$ cat config.mk
export PLATFORM = sky130hd
export DESIGN_NAME = pointwise_conv_accum
export DESIGN_NICKNAME = d
export VERILOG_FILES = /design/src/rtl/pointwise_conv_accum.sv
export SDC_FILE = /design/constraint.sdc
export NUM_CORES = 1
export LEC_CHECK = 0
export ABC_AREA = 0
export BUFFER_PORTS_ARGS = -buffer_cell sky130_fd_sc_hd__buf_2
export CAP_MARGIN = 20
export CORE_UTILIZATION = 57
export CTS_CLUSTER_DIAMETER = 40
export DETAILED_ROUTE_END_ITERATION = 16
export GPL_ROUTABILITY_DRIVEN = 0
export HOLD_SLACK_MARGIN = 0.1
export PLACE_DENSITY_LB_ADDON = 0.3
export RECOVER_POWER = 50
export SLEW_MARGIN = 20
export SYNTH_ARGS = -nofsm -noshare
export SYNTH_HDL_FRONTEND = slang
export SYNTH_SLANG_ARGS = --single-unit
$ cat constraint.sdc
create_clock -name clk -period 11.1 [get_ports clk]
set_input_delay 0.555 -clock clk [delete_from_list [all_inputs] [get_ports clk]]
set_output_delay 0.555 -clock clk [all_outputs]
set_load 0.02 [all_outputs]
$ cat src/rtl/pointwise_conv_accum.sv
// pointwise_conv_accum: 1x1 (pointwise) convolution engine.
// Each pixel arrives as IN_CHANNELS serial samples. For every output channel the
// engine runs IN_CHANNELS multiply-accumulates (one per cycle). It then rounds
// and saturates the sum back to N-bit Q-format, applies an optional ReLU/ReLU6,
// and presents the result on a valid/ready output port.
module pointwise_conv_accum #(
  parameter int N            = 16,
  parameter int Q            = 8,
  parameter int IN_CHANNELS  = 4,
  parameter int OUT_CHANNELS = 4,
  parameter int PIXELS       = 64
) (
  input  logic                                        clk,
  input  logic                                        rst,
  input  logic                                        en,
  input  logic [1:0]                                  act_mode,
  input  logic                                        w_wr,
  input  logic [$clog2(IN_CHANNELS*OUT_CHANNELS)-1:0] w_addr,
  input  logic [N-1:0]                                w_data,
  input  logic                                        in_valid,
  output logic                                        in_ready,
  input  logic [N-1:0]                                in_data,
  output logic                                        out_valid,
  input  logic                                        out_ready,
  output logic [N-1:0]                                out_data,
  output logic [$clog2(OUT_CHANNELS)-1:0]             out_channel,
  output logic                                        out_last,
  output logic                                        done
);

  localparam int WN  = IN_CHANNELS * OUT_CHANNELS;
  localparam int WAW = $clog2(WN);
  localparam int ICW = $clog2(IN_CHANNELS);
  localparam int OCW = $clog2(OUT_CHANNELS);
  localparam int PW  = (PIXELS > 1) ? $clog2(PIXELS) : 1;
  localparam int MW  = 2 * N;
  localparam int AW  = 2 * N + $clog2(IN_CHANNELS);

  localparam logic [ICW-1:0] IC_LAST  = ICW'(IN_CHANNELS - 1);
  localparam logic [OCW-1:0] OC_LAST  = OCW'(OUT_CHANNELS - 1);
  localparam logic [PW-1:0]  PIX_LAST = PW'(PIXELS - 1);

  // Round-half-up constant and the N-bit signed range expressed at accumulator width
  localparam logic signed [AW-1:0] RND   = AW'(1) <<< (Q - 1);
  localparam logic signed [AW-1:0] MAXV  = (AW'(1) <<< (N - 1)) - AW'(1);
  localparam logic signed [AW-1:0] MINV  = ~MAXV;
  // ReLU6 ceiling (6.0 in Q format), clipped if 6.0 is not representable in N bits
  localparam logic signed [AW-1:0] SIX_W = AW'(6) <<< Q;
  localparam logic signed [N-1:0]  SIX   = (SIX_W > MAXV) ? MAXV[N-1:0] : SIX_W[N-1:0];

  typedef enum logic [2:0] {IDLE, LOAD, COMPUTE, EMIT, DONE} state_t;

  state_t                state;
  logic [ICW-1:0]        ic;
  logic [OCW-1:0]        oc;
  logic [PW-1:0]         pixel;
  logic [1:0]            act_sel;
  logic signed [AW-1:0]  acc;

  logic signed [N-1:0]   weight_mem [WN];
  logic signed [N-1:0]   in_buf     [IN_CHANNELS];

  logic [WAW-1:0]        w_idx;
  logic signed [MW-1:0]  prod_p0;
  logic signed [AW-1:0]  acc_sum;

  // Round to nearest (half up), drop the Q fraction bits, clamp to N bits
  function automatic logic signed [N-1:0] requant(input logic signed [AW-1:0] a);
    logic signed [AW-1:0] r;
    r = (a + RND) >>> Q;
    if (r > MAXV)
      return MAXV[N-1:0];
    else if (r < MINV)
      return MINV[N-1:0];
    else
      return r[N-1:0];
  endfunction

  // Activation on the already-saturated value; mode 3 behaves as mode 0
  function automatic logic signed [N-1:0] activate(input logic signed [N-1:0] v,
                                                    input logic [1:0]          m);
    logic signed [N-1:0] r;
    r = v;
    case (m)
      2'd1: if (v < 0) r = '0;
      2'd2: begin
        if (v < 0)
          r = '0;
        else if (v > SIX)
          r = SIX;
      end
      default: r = v;
    endcase
    return r;
  endfunction

  // MAC datapath: weight index oc*IN_CHANNELS+ic, full-precision product and running sum
  assign w_idx   = WAW'(oc) * WAW'(IN_CHANNELS) + WAW'(ic);
  assign prod_p0 = MW'(in_buf[ic]) * MW'(weight_mem[w_idx]);
  assign acc_sum = acc + AW'(prod_p0);

  assign in_ready  = (state == LOAD) && en;
  assign out_valid = (state == EMIT);
  assign done      = (state == DONE);

  // Weight store: cleared on reset, writable only while idle
  always_ff @(posedge clk) begin
    if (rst) begin
      for (int i = 0; i < WN; i++)
        weight_mem[i] <= '0;
    end else if (state == IDLE && w_wr) begin
      weight_mem[w_addr] <= w_data;
    end
  end

  // Pixel buffer: captures one sample per accepted input beat, no reset needed
  always_ff @(posedge clk) begin
    if (state == LOAD && en && in_valid)
      in_buf[ic] <= in_data;
  end

  // Frame sequencer: load pixel, MAC each output channel, emit, repeat per pixel
  always_ff @(posedge clk) begin
    if (rst) begin
      state       <= IDLE;
      ic          <= '0;
      oc          <= '0;
      pixel       <= '0;
      act_sel     <= '0;
      acc         <= '0;
      out_data    <= '0;
      out_channel <= '0;
      out_last    <= 1'b0;
    end else begin
      case (state)
        IDLE: begin
          if (en) begin
            state    <= LOAD;
            ic       <= '0;
            oc       <= '0;
            pixel    <= '0;
            act_sel  <= act_mode;
            out_last <= 1'b0;
          end
        end

        LOAD: begin
          if (en && in_valid) begin
            if (ic == IC_LAST) begin
              state <= COMPUTE;
              ic    <= '0;
              oc    <= '0;
              acc   <= '0;
            end else begin
              ic <= ic + 1'b1;
            end
          end
        end

        COMPUTE: begin
          if (en) begin
            if (ic == IC_LAST) begin
              // Last product folds straight into the requantised output register
              state       <= EMIT;
              ic          <= '0;
              acc         <= '0;
              out_data    <= activate(requant(acc_sum), act_sel);
              out_channel <= oc;
              out_last    <= (oc == OC_LAST) && (pixel == PIX_LAST);
            end else begin
              acc <= acc_sum;
              ic  <= ic + 1'b1;
            end
          end
        end

        EMIT: begin
          if (out_ready) begin
            if (oc != OC_LAST) begin
              oc    <= oc + 1'b1;
              state <= COMPUTE;
            end else if (pixel != PIX_LAST) begin
              pixel <= pixel + 1'b1;
              oc    <= '0;
              state <= LOAD;
            end else begin
              state <= DONE;
            end
          end
        end

        DONE: state <= IDLE;

        default: state <= IDLE;
      endcase
    end
  end

endmodule

==> impl_metrics.toml <==
[drt]
drtAntennaViolNets = 0
num_vias = 19920
drt_iter0_drc = 1677
drtPass1Iterations = 6
wirelength_um = 72200
wl_per_cell_um = 21.53
vias_per_cell = 5.940
drcViolationCount = 0

[logic_synthesis]
yosysUniqueCellTypes = 79
yosysWarnings = 0
synthFlopType = "edfxtp_1"
async_reset_ff_frac = 0
syn_area_mm2 = 0.02927
seq_area_frac_synth = 0.3762
netlist_instances = 2588
synth_nets = 3048
yosysTopAreaCell = "edfxtp_1"
ys_ff_latch = 390
synth_area_per_cell_um2 = 11.31
yosys-top-cells-area = "edfxtp_1, fa_1, and2_1, mux4_2, dfxtp_1"
synth_edf_count = 320
yosys.area.top_type_share = 0.3283

[run_status]
failed_checks = "max-capacitance violations, max-slew violations"
status = "finished, violations left"

[min_path]
hold_end = "act_sel[1]$_SDFFE_PP0P_"
hold_depth = 3
min_from = "act_mode[1]"
min_path_type = "in -> reg"

[clock_network]
root_buffer = "clkbuf_16"
insertion_delay_ps = 660
cts_made_buffers = 55
htree_levels = 2
clk_pin_slew_ps = 50
hold_buffers = 0
cts_tree = "built"
cts.sinks = 390
clockBufferDepth = 3

[layout]
num-nets-final = 3097
drive_gt1_frac = 0.1145
layout_commonest_cell = "inv_1"
diodes = 0
syn_to_final_growth_pct = 10.31
final_cell_mix = "inv_1, edfxtp_1, fa_1, nor2_1, nand2_1"
n_fill_cell = 3788

[die]
dieWidth_um = 228.6
rows = 82
die_area_mm2 = 0.05226
coreArea_mm2 = 0.05038
io-pin-count = 66
start_util = 0.5810
fp.dieH_um = 228.6

[grt]
grt_max_degree = 69
grt_pass1_wl_um = 116300
track_usage = 0.2884
grt-ovfl-total = 0
antenna_found_initial = 1
grt_pass1_vias = 21410

[critical_path]
endpoint_kind = "flip-flop"
slowest_stage = "dfxtp_1"
path_buf_inv = 5
cpPeakStageDelay_ps = 920
r2r_setup_slack_ps = 730
critPathMaxFanout = 12
reg2reg_depth = 27
rr_startpoint = "oc[0]$_SDFFE_PP0P_"
path_class = "reg -> reg"
worst_r2r_endpoint = "out_data[12]$_SDFFE_PP0P_"
start_kind = "flip-flop"
cp.required_ps = 11570
worstPathArrival_ps = 10840
crit_family = "adder cells"
path_common_cell = "fa_1"

[timing]
post-route-period-util = 0.9347
final_max_slew_viol_count = 4
finClkSkew_ps = 81.62
worst_pin_slew_ps = 1500
setup_total_negative_slack_ps = 0
max-slew-margin-rel = -0.01386
rsz0062_at_grt = "no"
fmax_ghz = 0.09639
layout_min_cycle_time_ps = 10370
final_hold_viol_count = 0
setup_viol = 0

[run]
maxCapViolations = 1

[placed_design]
place.detailed.hpwl_um = 52440
portBuffers = 65
==> worst max path at each step <==
stage,slack [ps],endpoint,depth (start not counted),startpoint
2_1_floorplan,1030,out_data[8]$_SDFFE_PP0P_,35,ic[0]$_SDFFE_PP0P_
6_report,730,out_data[12]$_SDFFE_PP0P_,27,oc[0]$_SDFFE_PP0P_
3_3_place_gp,620,out_data[14]$_SDFFE_PP0P_,26,ic[0]$_SDFFE_PP0P_
4_1_cts,440,out_data[14]$_SDFFE_PP0P_,28,ic[0]$_SDFFE_PP0P_
3_5_place_dp,530,out_data[14]$_SDFFE_PP0P_,28,ic[0]$_SDFFE_PP0P_
5_1_grt,140,out_data[12]$_SDFFE_PP0P_,28,ic[0]$_SDFFE_PP0P_
==> flip-flops by register name, summed over array words and instances (netlist names), named ones only <==
name,count
weight_mem,256
in_buf,64
acc,34
out_data,16
pixel,6
state,3
act_sel,2
ic,2
oc,2
out_channel,2
out_last,1
==> area by class of cell <==
class                   count  area, um^2  share of cell area
flip-flops and latches    390       11020              0.3412
clock buffers              63        1416             0.04387
inverters                 347        1303             0.04034
multi-input cells        1724       16470              0.5100
repair buffers            119       666.9             0.02065
well taps                 672       840.8             0.02604
clock inverters            39       580.6             0.01798
==> cell families after synthesis <==
family / count (synthesis) / synth area share
buffers and inverters: 474 / 0.06224
XOR/XNOR: 49 / 0.01466
flip-flops: 390 / 0.3762
adder cells (fa/ha/maj): 416 / 0.2560
AND/OR/NAND/NOR: 842 / 0.1451
AO/OA/AOI/OAI: 288 / 0.06972
multiplexers: 129 / 0.07605
==> synthesized netlist by cell type (all sizes together) (7+ instances only) <==
library cell    n
a211oi         12
a32o           12
inv           347
o21a           20
or3            11
and2          276
edfxtp        320
nor3           18
nor3b           7
or2            22
nor2          249
mux2i          30
clkbuf         99
dfxtp          70
nand4          13
buf            28
xnor2          36
nand2         171
fa            305
and3           11
xor2           13
nand2b         17
a21o           10
mux4           72
o21ai          77
ha            111
o211ai         11
mux2           27
nand3          20
a22oi          37
nor2b           8
a21oi          48
==> routing by layer <==
layer	vias up	track usage	routed length (um)
met3	207	0.05277	5691
met1	10090	0.3690	27830
met5	-	0	0
met2	854	0.4857	35650
li1	8769	-	-
met4	0	0.1174	3030
==> worst min-delay path, delay by kind of cell <==
kind / cells / cell delay [ps]
AO/OA/AOI/OAI: 1 / 50
buffers and inverters: 1 / 80
AND/OR/NAND/NOR: 1 / 70
==> timing repair <==
| item | in CTS | in global routing |
|---|---|---|
| setup buffers | 0 | 1 |
| hold endpoints to repair | 0 | 0 |
| endpoints found under the setup margin | 0 | 13 |
| resized for setup | 0 | 1 |
==> metrics by stage <==
| stage | setup WS, ps | hold slack (ps) | cell area, um^2 | instances | utilization |
|---|---|---|---|---|---|
| floorplan | 1032 | 456.1 | 29270 | 2588 | - |
| global placement | 620.2 | 446.4 | 30370 | 3251 | 0.6028 |
| detailed placement | 534.3 | 450.1 | 30370 | 3251 | 0.6029 |
| CTS | 438.2 | 134.0 | 32370 | 3353 | 0.6425 |
| global route | 143.1 | 188.9 | 32290 | 3354 | 0.6410 |
| finish | 725.2 | 197.0 | 32290 | 3354 | 0.6410 |
Power is left out: the tool's default activity adds up to more than one toggle a clock period on the data nets, which glitch-free logic cannot reach.
